<file path="src/rtl/down_counter_timer_pkg.sv">
// Shared state encoding for the down-counter/timer and its helpers.
package down_counter_timer_pkg;

   typedef enum logic {
      ST_IDLE = 1'b0,
      ST_RUN  = 1'b1
   } state_t;

endpackage

</file>
<file path="src/rtl/down_counter_timer_tick_prescaler.sv">
// Prescale divider: emits one tick every pre_reg+1 cycles while run is high.
module down_counter_timer_tick_prescaler #(
   parameter int PRESCALE_BITS = 4
) (
   input  logic                     clk,
   input  logic                     reset_n,
   input  logic                     clear,
   input  logic                     load,
   input  logic                     run,
   input  logic [PRESCALE_BITS-1:0] prescale,
   output logic                     tick
);

   logic [PRESCALE_BITS-1:0] pre_cnt;
   logic [PRESCALE_BITS-1:0] pre_reg;

   assign tick = run && (pre_cnt == pre_reg);

   // The divider setting is only captured on load, so mid-run prescale changes are ignored.
   always_ff @(posedge clk or negedge reset_n) begin
      if (!reset_n) begin
         pre_cnt <= '0;
         pre_reg <= '0;
      end else begin
         if (load) begin
            pre_reg <= prescale;
         end
         if (clear) begin
            pre_cnt <= '0;
         end else if (run) begin
            pre_cnt <= tick ? '0 : pre_cnt + 1'b1;
         end
      end
   end

endmodule

</file>
<file path="src/rtl/down_counter_timer.sv">
// Loadable, prescaled down-counter with one-cycle done pulse and optional auto-reload.
module down_counter_timer
   import down_counter_timer_pkg::*;
#(
   parameter int BITS          = 8,
   parameter int PRESCALE_BITS = 4
) (
   input  logic                     clk,
   input  logic                     reset_n,
   input  logic [BITS-1:0]          load_val,
   input  logic [PRESCALE_BITS-1:0] prescale,
   input  logic                     start,
   input  logic                     stop,
   input  logic                     auto_reload,
   output logic [BITS-1:0]          Q,
   output logic                     busy,
   output logic                     done,
   output logic                     zero
);

   state_t          state;
   state_t          next_state;
   logic [BITS-1:0] reload_reg;
   logic [BITS-1:0] next_q;
   logic [BITS-1:0] next_reload;
   logic            next_done;
   logic            tick;
   logic            load_nonzero;

   assign load_nonzero = (load_val != '0);
   assign zero         = (Q == '0);

   down_counter_timer_tick_prescaler #(
      .PRESCALE_BITS(PRESCALE_BITS)
   ) u_prescaler (
      .clk      (clk),
      .reset_n  (reset_n),
      .clear    (stop || start),
      .load     (start && !stop && load_nonzero),
      .run      (state == ST_RUN),
      .prescale (prescale),
      .tick     (tick)
   );

   // Priority is stop over start over tick; a zero-valued start completes without entering RUN.
   always_comb begin
      next_state  = state;
      next_q      = Q;
      next_reload = reload_reg;
      next_done   = 1'b0;
      if (stop) begin
         next_state = ST_IDLE;
      end else if (start) begin
         if (load_nonzero) begin
            next_q      = load_val;
            next_reload = load_val;
            next_state  = ST_RUN;
         end else begin
            next_q     = '0;
            next_done  = 1'b1;
            next_state = ST_IDLE;
         end
      end else if (state == ST_RUN && tick) begin
         if (Q > BITS'(1)) begin
            next_q = Q - 1'b1;
         end else begin
            next_done = 1'b1;
            if (auto_reload) begin
               next_q = reload_reg;
            end else begin
               next_q     = '0;
               next_state = ST_IDLE;
            end
         end
      end
   end

   always_ff @(posedge clk or negedge reset_n) begin
      if (!reset_n) begin
         state      <= ST_IDLE;
         Q          <= '0;
         reload_reg <= '0;
         busy       <= 1'b0;
         done       <= 1'b0;
      end else begin
         state      <= next_state;
         Q          <= next_q;
         reload_reg <= next_reload;
         busy       <= (next_state == ST_RUN);
         done       <= next_done;
      end
   end

endmodule
</file>
<file path="config.mk">
export PLATFORM = sky130hd
export DESIGN_NAME = down_counter_timer
export DESIGN_NICKNAME = d
export VERILOG_FILES = /design/src/rtl/down_counter_timer_pkg.sv /design/src/rtl/down_counter_timer_tick_prescaler.sv /design/src/rtl/down_counter_timer.sv
export SDC_FILE = /design/constraint.sdc
export NUM_CORES = 1
export LEC_CHECK = 0
export CAP_MARGIN = 10
export CORE_UTILIZATION = 32
export DETAILED_ROUTE_END_ITERATION = 8
export PLACE_DENSITY = 0.53
export SLEW_MARGIN = 15
export SYNTH_ARGS = -nofsm -noshare
export SYNTH_HDL_FRONTEND = slang
export SYNTH_SLANG_ARGS = --single-unit
export TNS_END_PERCENT = 100
</file>
<file path="constraint.sdc">
create_clock -name clk -period 4.5 [get_ports clk]
set_clock_uncertainty 0.15 [all_clocks]
set_input_delay 0.9 -clock clk [delete_from_list [all_inputs] [get_ports clk]]
set_output_delay 0.9 -clock clk [all_outputs]
set_load 0.05 [all_outputs]
</file>
==> impl_metrics.json, run 1 <==
{
  "fin_tns_setup_ns": 0,
  "timing.fmax_mhz": 298.6,
  "initial_core_util_pct": 33.67,
  "slew_violations": 0,
  "status": "completed",
  "hold_buffers": 0,
  "post-cts-setup-buffer-count": 0,
  "grt_max_degree": 27,
  "top_layer": "met4",
  "cp.required_ns": 3.45,
  "tightest_slew_ns": 0.7957,
  "netlist_instances": 146,
  "detailed_place_hpwl_um": 2558,
  "crit_type": "reg2out",
  "seqPwrFrac_pct": 39.4,
  "final_nets": 193,
  "row_count": 24,
  "grt_antenna_before_repair": 0,
  "met1_length_um": 1757,
  "cp.arrival_ns": 2.30,
  "portBuffers": 27,
  "via_count": 1157,
  "finalCritPeriodShare_pct": 74.42,
  "relSlewSlack_pct": 46.79,
  "dpl_worst_slack_ns": 1.456,
  "numCtsBuffers": 3,
  "worst_slack_ns": 1.151,
  "p_int_mw": 0.5160,
  "drc": 0,
  "critical_path.endpoint_type": "primary output",
  "via_per_inst": 5.188,
  "avgSynthCellArea_um2": 10.18,
  "yosysWarningCount": 0,
  "clockPowerShare_pct": 23.9,
  "maxCapViolations": 0,
  "drtIter0Drc": 30,
  "powerDensity_nw_per_um2": 433.6,
  "wirelength_um": 3380,
  "vdd_ir_drop_max_v": 0.0001425,
  "insertion_delay_ns": 0.27,
  "yosys-top-cells-area": "dfrtp_1 (44%), mux2_2 (11%), xor2_1 (4.1%)",
  "core_um2": 4414,
  "ys_seq_area_share_pct": 43.77,
  "die_w_um": 70.16,
  "rsz0062_at_grt": "false",
  "routabilityCongestion": 0.8530,
  "critPathMaxFanout": 6,
  "p_sw_share_pct": 36.55,
  "syn_area_um2": 1486,
  "ctsResizeCount": 0,
  "htree_levels": 1,
  "dpl-instance-area_um2": 1804,
  "hold_class": "reg2reg",
  "yosys.area.top_type_share_pct": 43.77,
  "cts.path.max_buffers": 2,
  "ant_nets": 0,
  "tritoncts": "yes",
  "syn_nets": 167,
  "wl_met2_um": 1516,
  "route.detailed.wl_per_inst_um": 15.16,
  "clock-root-buffer": "clkbuf_8",
  "critPathLaunchType": "register",
  "p_leak_nw": 0.7673,
  "path_clk_slew_ns": 0.09,
  "startpoint": "Q[4]",
  "ios": 28,
  "cts.sinks": 26,
  "design_area_um2": 1876,
  "synth_area_leader_cell": "dfrtp_1",
  "hold_viol": 0,
  "p_sw_mw": 0.2972,
  "first_pass_iters": 4,
  "ys_ff_latch": 26,
  "grt_usage_pct": 15.13,
  "area_delta_synth_final_pct": 26.18,
  "grt_pass1_wl_um": 5947,
  "wl_met3_um": 62,
  "worstReg2RegStart": "Q[4]",
  "hp-start": "reload_reg[0]",
  "synth_cell_type_count": 37,
  "whs_ns": 0.3739,
  "drive_above_1_share_pct": 13.45,
  "diodes": 0,
  "die_y_um": 70.16,
  "grt_pass1_vias": 1154,
  "fin_crit_ns": 3.349,
  "power_frac_comb_pct": 36.7,
  "grt_overflow_total": 0,
  "finalSetupViolCount": 0,
  "die-area_um2": 4922
}
-- area by class of cell --
cell class                 count  area (um2)
fill                         416        2539
multi-input combinational    106       780.7
sequential                    26       650.6
timing repair buffer          29       285.3
tap                           52       65.06
clock buffer                   3       41.29
clock inverter                 1       30.03
inverter                       6       22.52
-- cell usage after synthesis --
master	count
dfrtp_1	26
mux2_2	15
nand2_1	11
nor2_1	11
a21oi_1	10
xor2_1	7
clkbuf_1	6
inv_1	6
nor3_1	5
a31oi_1	4
a32o_1	4
ha_1	4
o21ai_0	3
xnor2_1	3
a21o_1	2
buf_2	2
mux2i_1	2
nand2b_1	2
nor3b_1	2
nor4_1	2
o31ai_1	2
or4_1	2
a211oi_1	1
a22oi_1	1
a311o_1	1
and2_1	1
and3_1	1
and4b_1	1
nand3b_1	1
nand4_1	1
nand4b_1	1
nor2b_1	1
nor4_4	1
o211ai_1	1
o311ai_0	1
or3_1	1
or4_4	1
-- layer usage --
metal / global-route usage, % / vias to the layer above
met5: 0 / -
met4: 6.444 / 0
met3: 1.443 / 4
met2: 22.86 / 19
met1: 22.04 / 554
li1: - / 580
-- critical path, cell delays in order, from the launching register on --
cell             delay (ns)
dfrtp_1                0.45
nor4_1                 0.54
and3_1                 0.24
clkdlybuf4s50_1        0.79
-- power by group through the flow --
stage | Clock (mW) | Sequential, mW | Combinational [mW]
after floorplan | 0 | 0.388 | 0.133
after global placement | 0 | 0.323 | 0.298
after detailed placement | 0 | 0.326 | 0.299
after CTS | 0.200 | 0.321 | 0.301
after global routing | 0.209 | 0.329 | 0.321
final | 0.194 | 0.320 | 0.299
-- placed cells by master (no fill, tap or decap), drive strengths merged, types with 2 or more instances in the layout --
cell	instances
a31oi	4
mux2i	2
nor4	3
ha	4
buf	2
nor3b	2
or4	3
o21ai	3
nor2	11
nand2	11
clkdlybuf4s50	27
clkbuf	3
inv	6
nand2b	2
nor3	5
xor2	7
o31ai	2
a21oi	10
a32o	4
dfrtp	26
a21o	2
mux2	15
xnor2	3
-- per-stage QoR --
| step | total power, mW | cells | utilization [%] |
|---|---|---|---|
| 6_report | 0.8132 | 223 | 42.49 |
| 4_1_cts | 0.8209 | 223 | 42.49 |
| 3_3_place_gp | 0.6212 | 219 | 40.87 |
| 2_1_floorplan | 0.5213 | 146 | - |
| 5_1_grt | 0.8589 | 223 | 42.49 |
| 3_5_place_dp | 0.6246 | 219 | 40.87 |
-- worst paths after layout --
check,endpoint,slack [ns],cells after the start
max,zero,1.15,3
min,reload_reg[0],0.37,1
min reg2reg,reload_reg[0],0.37,1
max reg2reg,Q[1],1.92,5
min in group asynchronous,u_prescaler.pre_reg[1],0.84,2
max in group asynchronous,Q[4],3.11,2
-- cells by family after synthesis --
group / share of synthesized area [%]
xor gates and xnor gates: 5.893
and+or+nand+nor: 17.00
buffers and inverters: 3.704
DFF: 43.77
AOI/OAI and AO/OA: 13.55
adders and majority gates: 3.367
muxes: 12.71
Note: power is estimated with default switching activity, not from simulation.
==> run 2: changes to the inputs <==
- PLACE_DENSITY: 0.53 -> 0.55
- clock period: 4.5 -> 2.9 ns (I/O delays scaled with it)
==> run 2 against run 1 <==
Against the previous run:
- hold slack worse by 0.014 ns
- combinational power is 54% higher
- largest power group unchanged
- non-clock buffer count is 2 higher
- global-route usage is 0.55 points lower
- count of clock-buffer cells in the layout stayed put
- power is 55% higher
- die area stayed put
- critical path depth stayed put
- register-to-register slack worse by 1.4 ns
==> impl_metrics.json, run 2 (same netlist as run 1, synthesis figures left out) <==
{
  "status": "completed",
  "finalSetupViolCount": 0,
  "grt_pass1_wl_um": 5720,
  "critical_path.endpoint_type": "primary output",
  "p_int_mw": 0.8031,
  "ctsResizeCount": 0,
  "ant_nets": 0,
  "hold_buffers": 0,
  "core_um2": 4414,
  "insertion_delay_ns": 0.27,
  "maxCapViolations": 0,
  "via_per_inst": 5.293,
  "via_count": 1191,
  "numCtsBuffers": 3,
  "grt_usage_pct": 14.58,
  "whs_ns": 0.3601,
  "drtIter0Drc": 74,
  "clock-root-buffer": "clkbuf_8",
  "hold_class": "reg2reg",
  "grt_pass1_vias": 1172,
  "ios": 28,
  "post-cts-setup-buffer-count": 0,
  "critPathMaxFanout": 6,
  "initial_core_util_pct": 33.67,
  "fin_crit_ns": 2.414,
  "clockPowerShare_pct": 23.9,
  "critPathLaunchType": "register",
  "route.detailed.wl_per_inst_um": 15.04,
  "area_delta_synth_final_pct": 27.02,
  "p_leak_nw": 0.7795,
  "tightest_slew_ns": 0.5296,
  "crit_chain": "nor4_1, and3_1, buf_4",
  "path_clk_slew_ns": 0.09,
  "portBuffers": 27,
  "final_nets": 195,
  "cp.required_ns": 2.17,
  "cp.arrival_ns": 1.68,
  "detailed_place_hpwl_um": 2536,
  "fin_tns_setup_ns": 0,
  "routabilityCongestion": 0.8140,
  "die_y_um": 70.16,
  "vdd_ir_drop_max_v": 0.0002841,
  "grt_overflow_total": 0,
  "worst_path_largest_cell_delay_ns": 0.52,
  "diodes": 0,
  "powerDensity_nw_per_um2": 667.4,
  "grt_antenna_before_repair": 0,
  "seqPwrFrac_pct": 39.6,
  "first_pass_iters": 6,
  "layout_common_cells": "dfrtp_1 (26), clkdlybuf4s50_1 (26), mux2_2 (15)",
  "row_count": 24,
  "die_w_um": 70.16,
  "worst-path-buf-inv": 1,
  "rsz0062_at_grt": "false",
  "drc": 0,
  "p_total_mw": 1.260,
  "p_sw_mw": 0.4570,
  "power_frac_comb_pct": 36.6,
  "htree_levels": 1,
  "critPathTopFamily": "simple AND/OR/NAND/NOR gates",
  "timing.fmax_mhz": 414.3,
  "cts.path.max_buffers": 2,
  "relSlewSlack_pct": 64.37,
  "cts.sinks": 26,
  "worst_path_max_delay_cell": "nor4_1",
  "crit_type": "reg2out",
  "hold_viol": 0,
  "tritoncts": "yes",
  "drive_above_1_share_pct": 15.03,
  "slew_violations": 0,
  "p_sw_share_pct": 36.27,
  "finalCritPeriodShare_pct": 83.24,
  "wirelength_um": 3383,
  "grt_max_degree": 27,
  "die-area_um2": 4922
}
-- run 2: final cells by class --
| cell class | instances | area (um2) |
|---|---|---|
| fillers | 424 | 2526 |
| inverters | 6 | 22.52 |
| repair buffers | 31 | 297.8 |
| flip-flops and latches | 26 | 650.6 |
| well taps | 52 | 65.06 |
| clock inverters | 1 | 30.03 |
| multi-input cells | 106 | 780.7 |
| clock buffers | 3 | 41.29 |
-- run 2: through the flow --
stage	util (%)	setup slack [ns]	instance area (um2)	instances
floorplan	-	0.5684	1486	146
global placement	41.16	0.3673	1817	221
detailed placement	41.16	0.3479	1817	221
CTS	42.77	0.4752	1888	225
global route	42.77	0.3507	1888	225
finish	42.77	0.4861	1888	225
-- run 2: worst paths after layout --
| kind | start | cells after the start | slack (ns) | end |
|---|---|---|---|---|
| max in group asynchronous | reset_n | 2 | 1.82 | Q[3] |
| worst min-delay path | reload_reg[5] | 1 | 0.36 | reload_reg[5] |
| worst max-delay path | Q[4] | 3 | 0.49 | zero |
| worst max register to register | Q[4] | 6 | 0.57 | Q[1] |
| worst min register to register | reload_reg[5] | 1 | 0.36 | reload_reg[5] |
| min in group asynchronous | reset_n | 2 | 0.51 | u_prescaler.pre_cnt[3] |
-- run 2: per-layer routing --
layer	wire length, um	global-route usage [%]	share of wire (%)	vias up
met3	140	2.309	4.1	2
met4	29	5.778	0.86	0
met1	1639	20.75	48	576
li1	-	-	-	585
met2	1572	22.12	46	28
met5	0	0	0	-
-- run 2: power by group through the flow --
stage / registers, mW / clock network [mW] / logic (mW)
2_1_floorplan: 0.602 / 0 / 0.207
3_3_place_gp: 0.502 / 0 / 0.462
3_5_place_dp: 0.506 / 0 / 0.461
4_1_cts: 0.499 / 0.304 / 0.463
5_1_grt: 0.511 / 0.322 / 0.497
6_report: 0.498 / 0.301 / 0.461
